$ cat config.mk
export PLATFORM = sky130hd
export DESIGN_NAME = dmem_arbiter
export DESIGN_NICKNAME = d
export VERILOG_FILES = /design/src/rtl/dmem_arbiter.sv
export SDC_FILE = /design/constraint.sdc
export NUM_CORES = 1
export LEC_CHECK = 0
export CORE_ASPECT_RATIO = 1.25
export CORE_UTILIZATION = 40
export DETAILED_ROUTE_END_ITERATION = 10
export GPL_TIMING_DRIVEN = 0
export PLACE_DENSITY_LB_ADDON = 0.25
export SETUP_SLACK_MARGIN = 0.1
export SLEW_MARGIN = 0
export SYNTH_ARGS = -nofsm -noshare
export SYNTH_HDL_FRONTEND = slang
export SYNTH_SLANG_ARGS = --single-unit
export TNS_END_PERCENT = 20
$ cat constraint.sdc
create_clock -name clk -period 5.2 [get_ports clk]
set_input_delay 1.04 -clock clk [delete_from_list [all_inputs] [get_ports clk]]
set_output_delay 1.04 -clock clk [all_outputs]
set_load 0.01 [all_outputs]
$ cat src/rtl/dmem_arbiter.sv
// dmem_arbiter
// Round-robin arbiter and sequencer in front of the single-ported data memory.
// Port 0 is the CPU load/store path and port 1 is the debug/program loader.
// One access is in flight at a time. The winner's command is registered onto
// the memory port, the read latency is counted down, and the result is handed
// back to the winner.
//
// Ports
//   clk, rst                  clock; asynchronous active-high reset
//   m0_* / m1_*               requester ports: req/we/addr/wdata in,
//                             gnt/done pulses and rdata out
//   cpu_stall                 m0_req & ~m0_done
//   mem_en/we/addr/wdata      registered memory command (mem_en is a strobe)
//   mem_rdata                 memory read data, valid MEM_LAT cycles after mem_en
//
// state | meaning
// IDLE  | no access in flight; arbitrate on current-cycle requests
// ISSUE | mem_en and the owner's gnt are high; command is on the memory port
// WAIT  | counting down the remaining memory latency (MEM_LAT > 1 only)
// DONE  | owner's done is high; its rdata passes mem_rdata straight through
module dmem_arbiter #(
  parameter int ADDR_W  = 32,
  parameter int DATA_W  = 32,
  parameter int MEM_LAT = 1
) (
  input  logic              clk,
  input  logic              rst,
  input  logic              m0_req,
  input  logic              m0_we,
  input  logic [ADDR_W-1:0] m0_addr,
  input  logic [DATA_W-1:0] m0_wdata,
  output logic              m0_gnt,
  output logic              m0_done,
  output logic [DATA_W-1:0] m0_rdata,
  input  logic              m1_req,
  input  logic              m1_we,
  input  logic [ADDR_W-1:0] m1_addr,
  input  logic [DATA_W-1:0] m1_wdata,
  output logic              m1_gnt,
  output logic              m1_done,
  output logic [DATA_W-1:0] m1_rdata,
  output logic              cpu_stall,
  output logic              mem_en,
  output logic              mem_we,
  output logic [ADDR_W-1:0] mem_addr,
  output logic [DATA_W-1:0] mem_wdata,
  input  logic [DATA_W-1:0] mem_rdata
);

  typedef enum logic [1:0] {IDLE, ISSUE, WAIT, DONE} state_t;

  // WAIT lasts MEM_LAT-1 cycles: it is left when the counter is already 0.
  localparam logic [3:0] WAIT_LOAD = (MEM_LAT > 1) ? 4'(MEM_LAT - 2) : 4'd0;

  state_t            state_q, state_d;
  logic              last_q;   // port granted most recently
  logic              owner_q;  // port that owns the access in flight
  logic [3:0]        cnt_q;
  logic [DATA_W-1:0] rdata0_q, rdata1_q;
  logic              win;
  logic              accept;
  logic              issue_st, done_st;

  // Tie goes to the port that was not granted last; otherwise the lone requester.
  assign win    = (m0_req && m1_req) ? ~last_q : m1_req;
  assign accept = (state_q == IDLE) && (m0_req || m1_req);

  always_comb begin
    state_d  = state_q;
    issue_st = 1'b0;
    done_st  = 1'b0;
    case (state_q)
      IDLE:  if (m0_req || m1_req) state_d = ISSUE;
      ISSUE: begin
        issue_st = 1'b1;
        state_d  = (MEM_LAT > 1) ? WAIT : DONE;
      end
      WAIT:  if (cnt_q == 4'd0) state_d = DONE;
      DONE:  begin
        done_st = 1'b1;
        state_d = IDLE;
      end
      default: state_d = IDLE;
    endcase
  end

  always_ff @(posedge clk or posedge rst) begin
    if (rst) begin
      state_q   <= IDLE;
      last_q    <= 1'b1;
      owner_q   <= 1'b0;
      cnt_q     <= 4'd0;
      mem_we    <= 1'b0;
      mem_addr  <= '0;
      mem_wdata <= '0;
      rdata0_q  <= '0;
      rdata1_q  <= '0;
    end else begin
      state_q <= state_d;
      if (accept) begin
        owner_q   <= win;
        last_q    <= win;
        mem_we    <= win ? m1_we    : m0_we;
        mem_addr  <= win ? m1_addr  : m0_addr;
        mem_wdata <= win ? m1_wdata : m0_wdata;
      end
      if (state_q == ISSUE)
        cnt_q <= WAIT_LOAD;
      else if (state_q == WAIT && cnt_q != 4'd0)
        cnt_q <= cnt_q - 4'd1;
      // Keep the last delivered word so rdata holds between accesses.
      if (done_st && !owner_q) rdata0_q <= mem_rdata;
      if (done_st &&  owner_q) rdata1_q <= mem_rdata;
    end
  end

  assign mem_en    = issue_st;
  assign m0_gnt    = issue_st && !owner_q;
  assign m1_gnt    = issue_st &&  owner_q;
  assign m0_done   = done_st  && !owner_q;
  assign m1_done   = done_st  &&  owner_q;
  assign m0_rdata  = m0_done ? mem_rdata : rdata0_q;
  assign m1_rdata  = m1_done ? mem_rdata : rdata1_q;
  assign cpu_stall = m0_req && !m0_done;

endmodule

# Word-level counts from Yosys, hierarchy flattened
# Index checks and enable logic that the tools add are counted.
[op_classes]
n_eq_ne = 5
bitwise = 1
add_sub_neg = 1
n_mux = 13
reduce_logical = 16
[op_table]
columns = ["op", "count"]
rows = [
  ["two-way mux 32 bit", 4],
  ["logical AND 1 bit", 8],
  ["two-way mux 4 bit", 2],
  ["one-hot mux 2 bit (4 select lines)", 1],
  ["equality test 2 bit (second input constant)", 2],
  ["logical NOT 4 bit", 1],
  ["two-way mux 1 bit", 4],
  ["two-way mux 2 bit", 2],
  ["nonzero test 4 bit", 1],
  ["subtractor 4 x 1 -> 4 bit (second input constant)", 1],
  ["equality test 2 x 1 -> 1 bit (second input constant)", 1],
  ["logical NOT 1 bit", 2],
  ["logical NOT 2 bit", 1],
  ["!= test 2 x 1 -> 1 bit (second input constant)", 1],
  ["!= test 2 bit (second input constant)", 1],
  ["AND reduction 2 bit", 1],
  ["nonzero test 2 bit", 1],
  ["logical OR 1 bit", 1],
  ["inverter 1 bit", 1],
]
[word_totals]
reg_bits = 137
out_inout_bits = 135

# Logic depth before layout (Yosys ltp)
[depth]
word_depth = 5
depth_mapped = 7
mapped_depth_nobuf = 5

# Least setup slack after synthesis
# Ideal clock, no wire load.
[synth_path]
path_type = "register -> output"
from = "register state_q[1]"
to = "output port m0_rdata[23]"
required_ns = 4.160
t_arrival_ns = 1.427
stages_incl_launch_ff = 6
slack_ns = 2.733
path_cell_list = "dfrtp_1 ha_1 nor2b_1 buf_2 buf_2 mux2_2"
[synth_between]
elab_chain_len = 4
[synth_rtl]
columns = ["element", "line_no", "rtl"]
rows = [
  ["start: declaration", "55", "state_t state_q, state_d;"],
  ["start signal: assignment", "99", "state_q <= state_d;"],
  ["equality test 2 bit", "72", "case (state_q)"],
  ["two-way mux 1 bit", "72", ""],
  ["logical AND 1 bit", "120", "assign m0_done = done_st && !owner_q;"],
  ["via m0_done", "33", "output logic m0_done,"],
  ["two-way mux 32 bit", "n/a", ""],
  ["end: declaration", "34", "output logic [DATA_W-1:0] m0_rdata,"],
]
# The timed path passes the listed nets, and every way through them passes these cells.

# Final worst setup path
[layout_path]
from = "register state_q[1]"
to = "output port m0_rdata[26]"
[layout_between]
elab_chain_len = 4
[layout_rtl]
columns = ["element", "line_no"]
rows = [
  ["equality test 2 bit", "72"],
  ["two-way mux 1 bit", "72"],
  ["logical AND 1 bit", "120"],
  ["two-way mux 32 bit", "n/a"],
]
# Every way passes these cells.

==> flow_summary.json <==
{
  "finalSetupTns_ns": 0,
  "grt_util_met2_pct": 39.8,
  "numCtsBuffers": 17,
  "globalRouteMet3Util_pct": 7.76,
  "worst_ep_required_time_ns": 4.16,
  "synth.yosys.warnings": 0,
  "route.detailed.wl_per_inst_um": 17.3,
  "endpoint_kind": "output port",
  "worstSkewPairLatency_ns": 0.41,
  "groute.usage.overall_pct": 22.7,
  "ctsResizeCount": 0,
  "n_antenna_cell": 0,
  "drt-total-wl_um": 17000,
  "final_hold_viol_count": 0,
  "start_util_pct": 40.8,
  "critical_path_peak_fanout": 10,
  "drt_iter0_markers": 150,
  "cellLeakagePower_nw": 4.37,
  "clock_sinks": 137,
  "gpl_congestion": 0.781,
  "drc_errors": 0,
  "fp.dieArea_um2": 15100,
  "cp-start-kind": "register",
  "cts.path.max_buffers": 2,
  "synthDistinctLibCells": 26,
  "layout_commonest_cell": "sky130_fd_sc_hd__clkdlybuf4s50_1",
  "grt_pass1_wl_um": 25600,
  "drt-pass1-iter-count": 4,
  "setup_viol": 0,
  "max-cap-violations": 0,
  "path_class": "register to output port",
  "most-common-layout-cells": "300 x sky130_fd_sc_hd__clkdlybuf4s50_1, 136 x sky130_fd_sc_hd__dfrtp_1, 69 x sky130_fd_sc_hd__nand2_1, 67 x sky130_fd_sc_hd__mux2i_1, 65 x sky130_fd_sc_hd__mux2_2",
  "arrival_ns": 2.50,
  "detailed_place.area_um2": 9100,
  "final_nets": 963,
  "port-buffer-count": 300,
  "core_region_area_um2": 14300,
  "first_global_vias": 4960,
  "worst_pin_slew_ns": 0.605,
  "synth_cells": 471,
  "synth_seq_area_share_pct": 58.7,
  "fmaxAchievable_ghz": 0.282,
  "place_hpwl_um": 13200,
  "number_of_antenna_violations_at_the_first_check_in_global_routing": 0,
  "die_height_um": 137,
  "gr-max-usage-layer": "met2",
  "power_density_nw_per_um2": 615,
  "postRouteAntennaNets": 0,
  "timing.final.crit_period_ns": 3.54,
  "overflow": 0,
  "unrepaired_setup_endpoints_after_global_routing": "false",
  "postLayoutCoreUtil_pct": 67.8,
  "htree_levels": 4,
  "finClkSkew_ns": 0.00927,
  "design_power_total_mw": 5.98,
  "regToRegSetupSlack_ns": 3.23,
  "hold_path.class": "register to register",
  "placement_rows": 49,
  "syn_area_per_cell_um2": 12.4,
  "maxSlewHeadroom_pct": 59.6,
  "timing_max_transition_violations_final": 0,
  "clock_pin_slew_on_the_worst_setup_and_hold_paths_ns": 0.06,
  "top_level_ports": 301,
  "run_status": "complete, no violations",
  "syn_nets": 643,
  "ir_drop_uv": 337,
  "total_vias_in_the_final_route": 4784,
  "globalRouteMet1Util_pct": 25.1,
  "synth.cell_area_um2": 5850,
  "detail_route.vias_per_cell": 4.88,
  "post_cts_hold_buffer_count": 0,
  "final_layout_size_suffix_gt1_share_pct": 15.3,
  "cts_tree": "done",
  "area.growth.synth_to_final_pct": 66.4,
  "floorplan.die.width_um": 110,
  "cts_setup_buffers": 0,
  "synth_seq_cells": 137,
  "finalInstanceArea_um2": 9730,
  "min_period_over_period_pct": 68.1,
  "maximum_number_of_pins_on_one_net_before_global_route_repair": 105,
  "clockRootBuffer": "sky130_fd_sc_hd__clkbuf_16"
}
[final cells by class]
class,instances,area [um^2]
fill,1105,4620
sequential,137,3430
timing repair buffer,301,3030
multi-input combinational,297,2220
clock buffer,19,453
tap,178,223
clock inverter,12,173
buffer,29,171
inverter,8,35.0
[logic make-up (layout without fill, tap and decap cells)]
logic type,after synthesis,after routing,synth area share [%]
buf+inv,37,369,3.45
mux,132,132,24.0
compound gates,75,75,6.76
fa+ha+maj,6,6,1.28
simple gates,84,84,5.86
flops,137,137,58.7
[where the power goes]
group          switching (mW)  internal [mW]
sequential              0.206           1.59
combinational            1.27           1.65
clock                   0.444          0.824
[cells in the mapped netlist, drive strengths merged]
master / instances / share of area (%)
a211o: 1 / 0.15
a21bo: 1 / 0.17
a21oi: 2 / 0.17
a22oi: 1 / 0.21
a31oi: 1 / 0.11
and2: 2 / 0.21
buf: 23 / 2.5
clkbuf: 6 / 0.39
dfrtp: 136 / 58
dfstp: 1 / 0.45
ha: 6 / 1.3
inv: 8 / 0.51
mux2: 65 / 13
mux2i: 67 / 11
nand2: 69 / 4.4
nand2b: 1 / 0.11
nand3: 2 / 0.17
nor2: 5 / 0.32
nor2b: 3 / 0.32
nor4b: 1 / 0.15
o21ai: 68 / 5.8
o31ai: 1 / 0.13
or3b: 1 / 0.15
[path summary, 6_finish.rpt]
| path | start | endpoint | cells past startpoint |
|---|---|---|---|
| worst min register to register | mem_addr[0] | mem_addr[0] | 2 |
| worst min-delay path | mem_addr[0] | mem_addr[0] | 2 |
| min in group asynchronous | rst | rdata1_q[16] | 2 |
| max in group asynchronous | rst | mem_wdata[8] | 3 |
| worst max register to register | state_q[0] | mem_addr[14] | 6 |
| worst max-delay path | state_q[1] | m0_rdata[26] | 6 |
[flip-flops by register name, summed over array words and instances, names as in the netlist]
| signal | count |
|---|---|
| cnt_q | 4 |
| last_q | 1 |
| mem_addr | 32 |
| mem_wdata | 32 |
| mem_we | 1 |
| owner_q | 1 |
| rdata0_q | 32 |
| rdata1_q | 32 |
| state_q | 2 |
[per-layer routing]
layer,wire length (um),vias up
li1,-,2260
met4,404,0
met3,1630,23
met1,6280,2293
met2,8690,208
met5,0,-
[metrics by stage]
step / setup WS [ns] / cells / hold slack, ns
after detailed placement: 1.81 / 950 / 0.470
after global routing: 1.47 / 981 / 0.503
after CTS: 1.61 / 981 / 0.482
after global placement: -1.21 / 949 / 0.463
final: 1.66 / 981 / 0.477
after floorplan: 0.494 / 471 / 0.505
[worst max-delay path, stage by stage (launching register included)]
cell,delay [ns]
sky130_fd_sc_hd__dfrtp_1,0.39
sky130_fd_sc_hd__ha_1,0.21
sky130_fd_sc_hd__nor2b_1,0.13
sky130_fd_sc_hd__buf_2,0.20
sky130_fd_sc_hd__buf_2,0.29
sky130_fd_sc_hd__mux2_2,0.39
sky130_fd_sc_hd__clkdlybuf4s50_1,0.50
No activity file was read; power rests on OpenSTA's default activity.
